$ cat src/rtl/pheap_ctrl_pkg.sv
`default_nettype none
// ============================================================================
// Module   : pheap_ctrl_pkg
// Brief    : Shared pipelined-heap types: opcodes, level status, value word.
// Revision : 1.0
// ============================================================================
package pheap_ctrl_pkg;

    typedef enum logic [0:0] {
        LEQ = 1'b0,
        DEQ = 1'b1
    } opcode_t;

    typedef enum logic [1:0] {
        WAIT       = 2'd0,
        DONE       = 2'd1,
        NEXT_LEVEL = 2'd2
    } done_t;

    typedef logic [31:0] pValue;

endpackage
`default_nettype wire

$ cat src/rtl/pheap_ctrl.sv
`default_nettype none
// ============================================================================
// Module   : pheap_ctrl
// Brief    : Host-side controller for a pipelined heap; issues ops to level 1,
//            tracks occupancy and spaces operations apart with a gap counter.
// Revision : 1.0
// ============================================================================
module pheap_ctrl
    import pheap_ctrl_pkg::*;
#(
    parameter int LEVELS = 4,
    parameter int GAP    = 2
) (
    input  logic            clk,
    input  logic            rst,
    input  logic            req_valid,
    output logic            req_ready,
    input  opcode_t         req_op,
    input  pValue           req_value,
    output logic            resp_valid,
    output pValue           resp_value,
    output logic            resp_err,
    output logic [LEVELS:0] count,
    output logic            lvl_start,
    output opcode_t         lvl_op,
    output pValue           lvl_in,
    input  done_t           lvl_done,
    input  pValue           lvl_out
);

    localparam logic [LEVELS:0] C_CAP      = (LEVELS+1)'((1 << LEVELS) - 1);
    localparam int              C_GW       = (GAP > 1) ? $clog2(GAP) : 1;
    localparam logic [C_GW-1:0] C_GAP_LOAD = C_GW'(GAP - 1);

    typedef enum logic [2:0] {
        S_IDLE    = 3'd0,
        S_ISSUE   = 3'd1,
        S_WAIT_L1 = 3'd2,
        S_RESP    = 3'd3,
        S_GAP     = 3'd4
    } state_t;

    state_t          r_state;
    logic [LEVELS:0] r_count;
    logic [C_GW-1:0] r_gap;
    opcode_t         r_op;
    pValue           r_val;
    logic            r_err;

    logic            w_active;
    logic            w_illegal;

    assign w_illegal = ((req_op == LEQ) && (r_count == C_CAP)) ||
                       ((req_op == DEQ) && (r_count == '0));

    always_ff @(posedge clk) begin
        if (rst) begin
            r_state <= S_IDLE;
            r_count <= '0;
            r_gap   <= '0;
            r_op    <= LEQ;
            r_val   <= '0;
            r_err   <= 1'b0;
        end else begin
            case (r_state)
                S_IDLE: begin
                    if (req_valid) begin
                        if (w_illegal) begin
                            r_err   <= 1'b1;
                            r_val   <= '0;
                            r_state <= S_RESP;
                        end else begin
                            r_err   <= 1'b0;
                            r_op    <= req_op;
                            r_val   <= req_value;
                            r_state <= S_ISSUE;
                        end
                    end
                end
                S_ISSUE: r_state <= S_WAIT_L1;
                S_WAIT_L1: begin
                    if (lvl_done != WAIT) begin
                        // r_val switches from the issued operand to the response value here
                        r_val   <= (r_op == DEQ) ? lvl_out : '0;
                        r_count <= (r_op == DEQ) ? r_count - 1'b1 : r_count + 1'b1;
                        r_state <= S_RESP;
                    end
                end
                S_RESP: begin
                    if (r_err) begin
                        r_state <= S_IDLE;
                    end else begin
                        r_gap   <= C_GAP_LOAD;
                        r_state <= S_GAP;
                    end
                end
                S_GAP: begin
                    if (r_gap == '0) begin
                        r_state <= S_IDLE;
                    end else begin
                        r_gap <= r_gap - 1'b1;
                    end
                end
                default: r_state <= S_IDLE;
            endcase
        end
    end

    // Outputs decode the registered state; rst masks them during reset.
    assign w_active   = (r_state == S_ISSUE) || (r_state == S_WAIT_L1);
    assign req_ready  = !rst && (r_state == S_IDLE);
    assign lvl_start  = !rst && (r_state == S_ISSUE);
    assign lvl_op     = (!rst && w_active) ? r_op : LEQ;
    assign lvl_in     = (!rst && w_active) ? r_val : '0;
    assign resp_valid = !rst && (r_state == S_RESP);
    assign resp_err   = !rst && (r_state == S_RESP) && r_err;
    assign resp_value = (!rst && (r_state == S_RESP)) ? r_val : '0;
    assign count      = r_count;

endmodule
`default_nettype wire
$ cat config.mk
export PLATFORM = sky130hd
export DESIGN_NAME = pheap_ctrl
export DESIGN_NICKNAME = d
export VERILOG_FILES = /design/src/rtl/pheap_ctrl_pkg.sv /design/src/rtl/pheap_ctrl.sv
export SDC_FILE = /design/constraint.sdc
export NUM_CORES = 1
export LEC_CHECK = 0
export ABC_AREA = 1
export CORE_MARGIN = 2
export CORE_UTILIZATION = 36
export CTS_CLUSTER_DIAMETER = 150
export DETAILED_ROUTE_END_ITERATION = 12
export PLACE_DENSITY_LB_ADDON = 0.05
export SYNTH_ARGS = -nofsm -noshare
export SYNTH_HDL_FRONTEND = slang
export SYNTH_SLANG_ARGS = --single-unit
$ cat constraint.sdc
create_clock -name clk -period 1.9 [get_ports clk]
set_clock_uncertainty 0.05 [all_clocks]
set_input_delay 0.38 -clock clk [delete_from_list [all_inputs] [get_ports clk]]
set_output_delay 0.38 -clock clk [all_outputs]
set_load 0.02 [all_outputs]
Word level (Yosys, flattened, before mapping)
Cells that the tools add are included.

Output and inout bits: 74. RAM bits: 0. Memories: 0. Bits in latches: 0. Input bits: 70. Bits in registers: 43. ROM bits: 0. Logic and storage cells: 60.

Order comparisons: 0. Bitwise logic cells: 2. Reductions and logical operators: 21. Div/mod/pow operators: 0. $add $sub $neg: 3. Equality and inequality tests: 9. Shifts and indexed selects: 0. Mux-type cells: 19. Multiply operators: 0.

Operators with widths (count): $mux W32 (6); $pmux W32 S2 (1); $pmux W3 S5 (1); $mux W3 (4); $reduce_and A3 Y1 (3); $ne A2 B2 Y1 const B (4); $logic_and A1 B1 Y1 (7); $eq A3 B2 Y1 const B (2); $reduce_and A2 Y1 (3); $reduce_bool A2 Y1 (3); $add A5 B1 Y5 const B (1); $eq A5 B4 Y1 const B (1); $logic_not A5 Y1 (1); $mux W5 (1); $sub A5 B1 Y5 const B (1); $mux W1 (4); $eq A3 B1 Y1 const B (1); $eq A3 B3 Y1 const B (1); $logic_not A3 Y1 (1); $logic_or A1 B1 Y1 (2); $mux W2 (1); $not A1 Y1 (2); $pmux W1 S2 (1); $logic_not A1 Y1 (1); $sub A1 B1 Y1 const B (1).

Longest topological paths before layout
Gate-level depths: netlist of the first run.

Word-level depth: 6. Depth in mapped cells: 11. Depth with buffers taken out: 9.

Worst setup path before layout of the first run
No wires, ideal clock.

Path type: register to register. Start: reg r_op. End: reg r_count[4] (netlist: count[4]). Stages on the path, launching flop included: 12. Setup time: 0.070 ns. Path buffers: 2. Setup slack: -0.105 ns. Arrival time: 1.886 ns. Clock period less this slack: 2.005 ns. Cell sequence: dfxtp_1 -> clkbuf_1 -> clkbuf_1 -> inv_1 -> fa_1 -> o21bai_1 -> nand2_1 -> nand2_1 -> nand2_1 -> nand2_1 -> nand2_1 -> a21oi_1.

Word-level cells in the longest chain between the ends: 1.

RTL lines: start, declared (line pheap_ctrl.sv:46) `opcode_t r_op;`; start signal, assigned (line pheap_ctrl.sv:74) `r_op <= req_op;`; $mux W5 (line pheap_ctrl.sv:85) `r_count <= (r_op == DEQ) ? r_count - 1'b1 : r_count + 1'b1;`; end signal, assigned (line pheap_ctrl.sv:85); end, declared (line pheap_ctrl.sv:44) `logic [LEVELS:0] r_count;`.

No other way between the ends. A chain may end at the register's enable or synchronous reset.

Worst setup path in the final report of the first run
Start: reg r_state[1]. End: out lvl_in[27].

Word-level cells in the longest chain between the ends: 4. Elaborated cells on any way between the ends: 5. Classes of those cells: eq/ne: 2; mux: 1; reduce/logical: 2.

RTL lines: start, declared (line pheap_ctrl.sv:43) `state_t r_state;`; start signal, assigned (line pheap_ctrl.sv:58) `r_state <= S_IDLE;`; start signal, assigned (line pheap_ctrl.sv:71) `r_state <= S_RESP;`; start signal, assigned (line pheap_ctrl.sv:76) `r_state <= S_ISSUE;`; $eq A3 B1 Y1 / $eq A3 B2 Y1 (equally long branches) (line pheap_ctrl.sv:110) `assign w_active = (r_state == S_ISSUE) || (r_state == S_WAIT_L1);`; $logic_or A1 B1 Y1 (*) (line pheap_ctrl.sv:110); $logic_and A1 B1 Y1 (*) (line pheap_ctrl.sv:114) `assign lvl_in = (!rst && w_active) ? r_val : '0;`; $mux W32 (*) (line pheap_ctrl.sv:114); end, declared (line pheap_ctrl.sv:26) `output pValue lvl_in,`.

Every way passes the cells marked *; elsewhere a longest branch is shown, timed or not.

==> flow_metrics.env, run 1 <==
export IMPL_status="finished clean"
export IMPL_power_leakage_nw=2.13
export IMPL_grt_util_all_layers_pct=22.6
export IMPL_cp_end_kind="output pin"
export IMPL_clk_path_buf_depth=2
export IMPL_rsz0062_at_grt="true"
export IMPL_slew_violations=0
export IMPL_relSlewSlack_pct=73.3
export IMPL_cap_violations=0
export IMPL_cts_tree="built"
export IMPL_fin_total_pwr_mw=5.71
export IMPL_finalSetupTns_ps=0
export IMPL_whs_path_depth=2
export IMPL_swShare_pct=46.0
export IMPL_grt_max_degree=35
export IMPL_p_int_mw=3.08
export IMPL_synth_area_um2=2810
export IMPL_initial_core_util_pct=36.7
export IMPL_globalRouteOverflowTotal=0
export IMPL_postLayoutCellArea_um2=4590
export IMPL_antenna_found_initial=0
export IMPL_hold_viol=0
export IMPL_dr_pass1_iters=4
export IMPL_hold_buffers=0
export IMPL_ant_nets=0
export IMPL_clk_latency_ps=290
export IMPL_power_frac_comb_pct=63.2
export IMPL_path_cells="inv_4 > nor2_4 > nand2_2 > nand2_2 > nand2_4 > buf_6 > buf_6 > nor2_4 > buf_6"
export IMPL_nNetsFinal=727
export IMPL_place_congestion=0.881
export IMPL_timing_final_ws_setup_ps=7.26
export IMPL_path_class="register to output pin"
export IMPL_syn_nets=577
export IMPL_die_height_um=92.4
export IMPL_dp_hpwl_mm=6.48
export IMPL_period_minus_slack_ps=1890
export IMPL_yosys_cell_types_count=25
export IMPL_power_per_cell_area_nw_per_um2=1240
export IMPL_antennaDiodeCount=0
export IMPL_cts_buffers=5
export IMPL_required_ps=1470
export IMPL_grt_first_pass_wirelength_mm=15.8
export IMPL_vias=3510
export IMPL_vias_per_cell=4.65
export IMPL_reg2reg_to="r_val[23]"
export IMPL_min_from="r_gap"
export IMPL_num_rows=32
export IMPL_ys_seq_elements=43
export IMPL_holdWs_ps=434
export IMPL_worstMarginPinSlew_ps=401
export IMPL_cp_arrival_ps=1460
export IMPL_fin_cells=755
export IMPL_regToRegStartpoint="r_state[0]"
export IMPL_synthArstFlopShare_pct=0
export IMPL_synth_ff_type="dfxtp_1"
export IMPL_drt_iter0_drc=111
export IMPL_synthCells=503
export IMPL_fin_util_pct=60.0
export IMPL_cts_root_buf="clkbuf_8"
export IMPL_max_freq_mhz=528
export IMPL_min_to="r_gap"
export IMPL_r2r_cells=12
export IMPL_path_common_cell="buf_6"
export IMPL_placed_area_um2=4490
export IMPL_final_layout_size_suffix_gt1_share_pct=20.4
export IMPL_synth_seq_area_share_pct=30.6
export IMPL_clkPwrFrac_pct=12.3
export IMPL_io_buffer_count=143
export IMPL_design_core_area_um2=7650
export IMPL_critPathMaxFanout=8
export IMPL_die_area_um2=8530
export IMPL_synth_area_per_cell_um2=5.59
export IMPL_die_w_um=92.4
export IMPL_wirelength_mm=9.43
export IMPL_synth_edf_count=0
export IMPL_start_kind="register"
export IMPL_pin_count=144
export IMPL_seqPwrFrac_pct=24.4
export IMPL_grt_pass1_vias=3428
export IMPL_finalSetupViolCount=0
export IMPL_syn2layout_area_growth_pct=63.3
export IMPL_path_buf_inv=4
export IMPL_synth_warnings=0
export IMPL_numClockSinks=43
export IMPL_reg2reg_slack_ps=110
export IMPL_power_switching_mw=2.63
export IMPL_htreeDepth=2
export IMPL_wl_per_cell_um=12.5
export IMPL_fin_crit_sh_pct=99.6
export IMPL_critPathTopFamily="buffers and inverters"
export IMPL_placed_cells=743
export IMPL_path_clk_slew_ps=80
export IMPL_pre_cts_ws_ps=-555
export IMPL_route_detailed_drc=0
export IMPL_ir_worst_vdd_uv=678
export IMPL_hold_class="register to register"
export IMPL_critPathMaxStageDelay_ps=350
export IMPL_crit_slowest_cell="dfxtp_2"
[area by class of cell]
class / count / area, µm²
Clock inverter: 1 / 30.0
Multi-Input combinational cell: 372 / 1670
Inverter: 58 / 220
Timing Repair Buffer: 173 / 1600
Tap cell: 102 / 128
Sequential cell: 43 / 863
Fill cell: 749 / 3060
Clock buffer: 6 / 72.6
[cell usage in the layout (no fill, tap or decap), drive strengths merged, types with 2 or more instances in the layout]
cell type and count:
clkdlybuf4s50 73, dfxtp 43, clkbuf 6, nand3 41, nand3b 2, o21ai 36, nor3 3, nor2 178
nand2 94, dlygate4sd2 3, ha 3, a21oi 10, inv 58, buf 97
[worst max-delay path by stage]
stage	start	end	slack, ps	depth (start not counted)
after detailed placement	rst	resp_value[6]	-550	6
after global placement	rst	lvl_in[19]	-530	6
after global routing	r_state[1]	lvl_in[27]	-90	9
after CTS	r_state[1]	r_val[18]	5	12
final	r_state[1]	lvl_in[27]	7	9
after floorplan	r_op	count[4]	2	11
[power by group through the flow]
stage | sequential (mW) | clock (mW) | combinational (mW)
floorplan | 1.41 | 0 | 2.23
global placement | 1.39 | 0 | 3.43
detailed placement | 1.40 | 0 | 3.47
CTS | 1.39 | 0.726 | 3.54
global route | 1.43 | 0.769 | 4.11
finish | 1.39 | 0.704 | 3.61
[repair_timing]
item                       CTS  global route
gates resized for setup    299            82
pin swaps                    0             0
buffers inserted             5             0
cloned                       1             0
setup endpoints to repair   69            99
[Yosys cell counts, types with 2 or more instances]
cell type,n,area [µm²]
a21oi_1,10,50.1
buf_1,2,7.51
buf_2,3,15.0
buf_4,6,45.0
clkbuf_1,19,71.3
dfxtp_1,43,861
ha_1,3,37.5
inv_1,54,203
inv_2,4,15.0
nand2_1,93,349
nand3_1,41,205
nand3b_1,2,15.0
nor2_1,176,661
nor3_1,2,10.0
o21ai_0,4,20.0
o21ai_1,32,160
[sequential cells by signal, indices dropped and copies added, names as in the netlist]
| signal | count |
|---|---|
| r_op | 1 |
| count | 5 |
| r_val | 32 |
| r_state | 3 |
| r_gap | 1 |
| r_err | 1 |
[routing by layer]
layer	track usage, %	up-vias	share of wire [%]
met4	4.73	0	0.87
met2	40.7	103	48
met3	5.13	7	6.8
met1	27.5	1569	44
li1	-	1831	-
met5	0	-	0
[cell families after synthesis]
family / after synthesis / synth area share [%]
compound gates: 47 / 8.46
xor+xnor: 2 / 0.623
fa+ha+maj: 4 / 2.05
buf+inv: 88 / 12.7
flops: 43 / 30.6
simple gates: 319 / 45.5
[worst min-delay path, delay by kind of cell, from the launching register on]
family,cells,cell delay (ps)
and+or+nand+nor,1,60
AOI/OAI and AO/OA,1,60
DFF,1,320
Note: power is estimated with default switching activity, not from simulation.
==> run 2, diff against run 1 <==
Settings changed: CORE_UTILIZATION 36 to 37, CTS_BUF_LIST set to sky130_fd_sc_hd__clkbuf_8.
==> flow_metrics.env, run 2 (synthesis results as in run 1) <==
export IMPL_grt_first_pass_wirelength_mm=16.5
export IMPL_htreeDepth=2
export IMPL_required_ps=1470
export IMPL_power_per_cell_area_nw_per_um2=1290
export IMPL_drt_iter0_drc=115
export IMPL_largest_reg_flops=32
export IMPL_finalSetupViolCount=26
export IMPL_syn2layout_area_growth_pct=80.3
export IMPL_slew_violations=0
export IMPL_status="finished with violations"
export IMPL_hold_buffers=0
export IMPL_path_common_cell="buf_6"
export IMPL_design_core_area_um2=7290
export IMPL_num_rows=31
export IMPL_die_height_um=91.2
export IMPL_critPathMaxFanout=5
export IMPL_clk_path_buf_depth=2
export IMPL_vias_per_cell=4.76
export IMPL_hold_viol=0
export IMPL_layout_common_cells="nor2_1, nand2_1, clkdlybuf4s50_1"
export IMPL_worstMarginPinSlew_ps=361
export IMPL_start_kind="register"
export IMPL_critPathMaxStageDelay_ps=350
export IMPL_numClockSinks=43
export IMPL_antenna_found_initial=0
export IMPL_place_congestion=0.854
export IMPL_finalSetupTns_ps=-1220
export IMPL_cts_buffers=5
export IMPL_timing_final_ws_setup_ps=-78.7
export IMPL_cap_violations=0
export IMPL_layout_commonest_cell="nor2_1"
export IMPL_crit_slowest_cell="dfxtp_2"
export IMPL_violations="setup timing"
export IMPL_antennaDiodeCount=0
export IMPL_die_area_um2=8310
export IMPL_route_detailed_drc=0
export IMPL_initial_core_util_pct=38.5
export IMPL_die_w_um=91.2
export IMPL_vias=3674
export IMPL_cts_root_buf="clkbuf_8"
export IMPL_rsz0062_at_grt="true"
export IMPL_power_leakage_nw=2.30
export IMPL_placed_area_um2=4450
export IMPL_fin_total_pwr_mw=6.53
export IMPL_placed_cells=740
export IMPL_cp_end_kind="output pin"
export IMPL_dr_pass1_iters=4
export IMPL_period_minus_slack_ps=1980
export IMPL_relSlewSlack_pct=76.0
export IMPL_globalRouteOverflowTotal=0
export IMPL_fin_util_pct=69.5
export IMPL_dp_hpwl_mm=6.56
export IMPL_wl_per_cell_um=14.0
export IMPL_max_freq_mhz=505
export IMPL_path_clk_slew_ps=90
export IMPL_final_layout_size_suffix_gt1_share_pct=26.6
export IMPL_grt_pass1_vias=3569
export IMPL_nNetsFinal=746
export IMPL_clk_latency_ps=300
export IMPL_pin_count=144
export IMPL_cts_tree="built"
export IMPL_pre_cts_ws_ps=-587
export IMPL_path_cells="inv_4 > nor2_4 > buf_6 > nand3_4 > buf_6 > buf_6 > nor2_2 > buf_6"
export IMPL_grt_util_all_layers_pct=24.0
export IMPL_postLayoutCellArea_um2=5070
export IMPL_fin_cells=772
export IMPL_wirelength_mm=10.8
export IMPL_hold_class="register to register"
export IMPL_ir_worst_vdd_uv=677
export IMPL_path_class="register to output pin"
export IMPL_holdWs_ps=430
export IMPL_fin_crit_sh_pct=104
export IMPL_grt_max_degree=41
export IMPL_ant_nets=0
export IMPL_cp_arrival_ps=1550
export IMPL_io_buffer_count=143
export IMPL_top_register="r_val"
[run 2: worst paths after layout]
check / endpoint / cells past startpoint / startpoint / slack [ps]
max: resp_value[6] / 8 / r_state[1] / -80
min: r_gap / 2 / r_gap / 430
max reg2reg: r_val[27] / 13 / r_state[1] / 80
min reg2reg: r_gap / 2 / r_gap / 430
[run 2: cell type report]
type	instances	area [µm²]
Clock inverter	1	3.75
Inverter	58	220
Multi-Input combinational cell	372	1800
Tap cell	99	124
Fill cell	677	2230
Sequential cell	43	867
Clock buffer	7	96.3
Timing Repair Buffer	192	1950
[run 2: metal layers]
| layer | vias up | wire, µm | global-route usage (%) |
|---|---|---|---|
| li1 | 1871 | - | - |
| met1 | 1666 | 4480 | 28.7 |
| met2 | 126 | 5510 | 43.8 |
| met3 | 11 | 731 | 5.31 |
| met4 | 0 | 97 | 5.18 |
| met5 | - | 0 | 0 |
[run 2: power by group]
group / leakage (nW) / internal, mW / switching [mW]
Clock: 0.0557 / 0.327 / 0.328
Combinational: 1.89 / 2.00 / 2.46
Sequential: 0.356 / 1.22 / 0.195
Total: 2.30 / 3.54 / 2.98
[run 2: timing repair]
item,4_1_cts,5_1_grt
setup endpoints to repair,69,90
gates resized for setup,371,79
cloned,4,7
setup buffers,5,9
pin swaps,3,9
[run 2: worst max-delay path, delay by kind of cell, from the launching register on]
kind / cells / cell delay (ps)
buffers and inverters: 5 / 590
DFF: 1 / 350
and+or+nand+nor: 3 / 300
==> run 3, diff against run 2 <==
Settings changed: RECOVER_POWER set to 50.
==> results of run 3 <==
The final DEF is identical to that of run 2; final timing and power are the same.
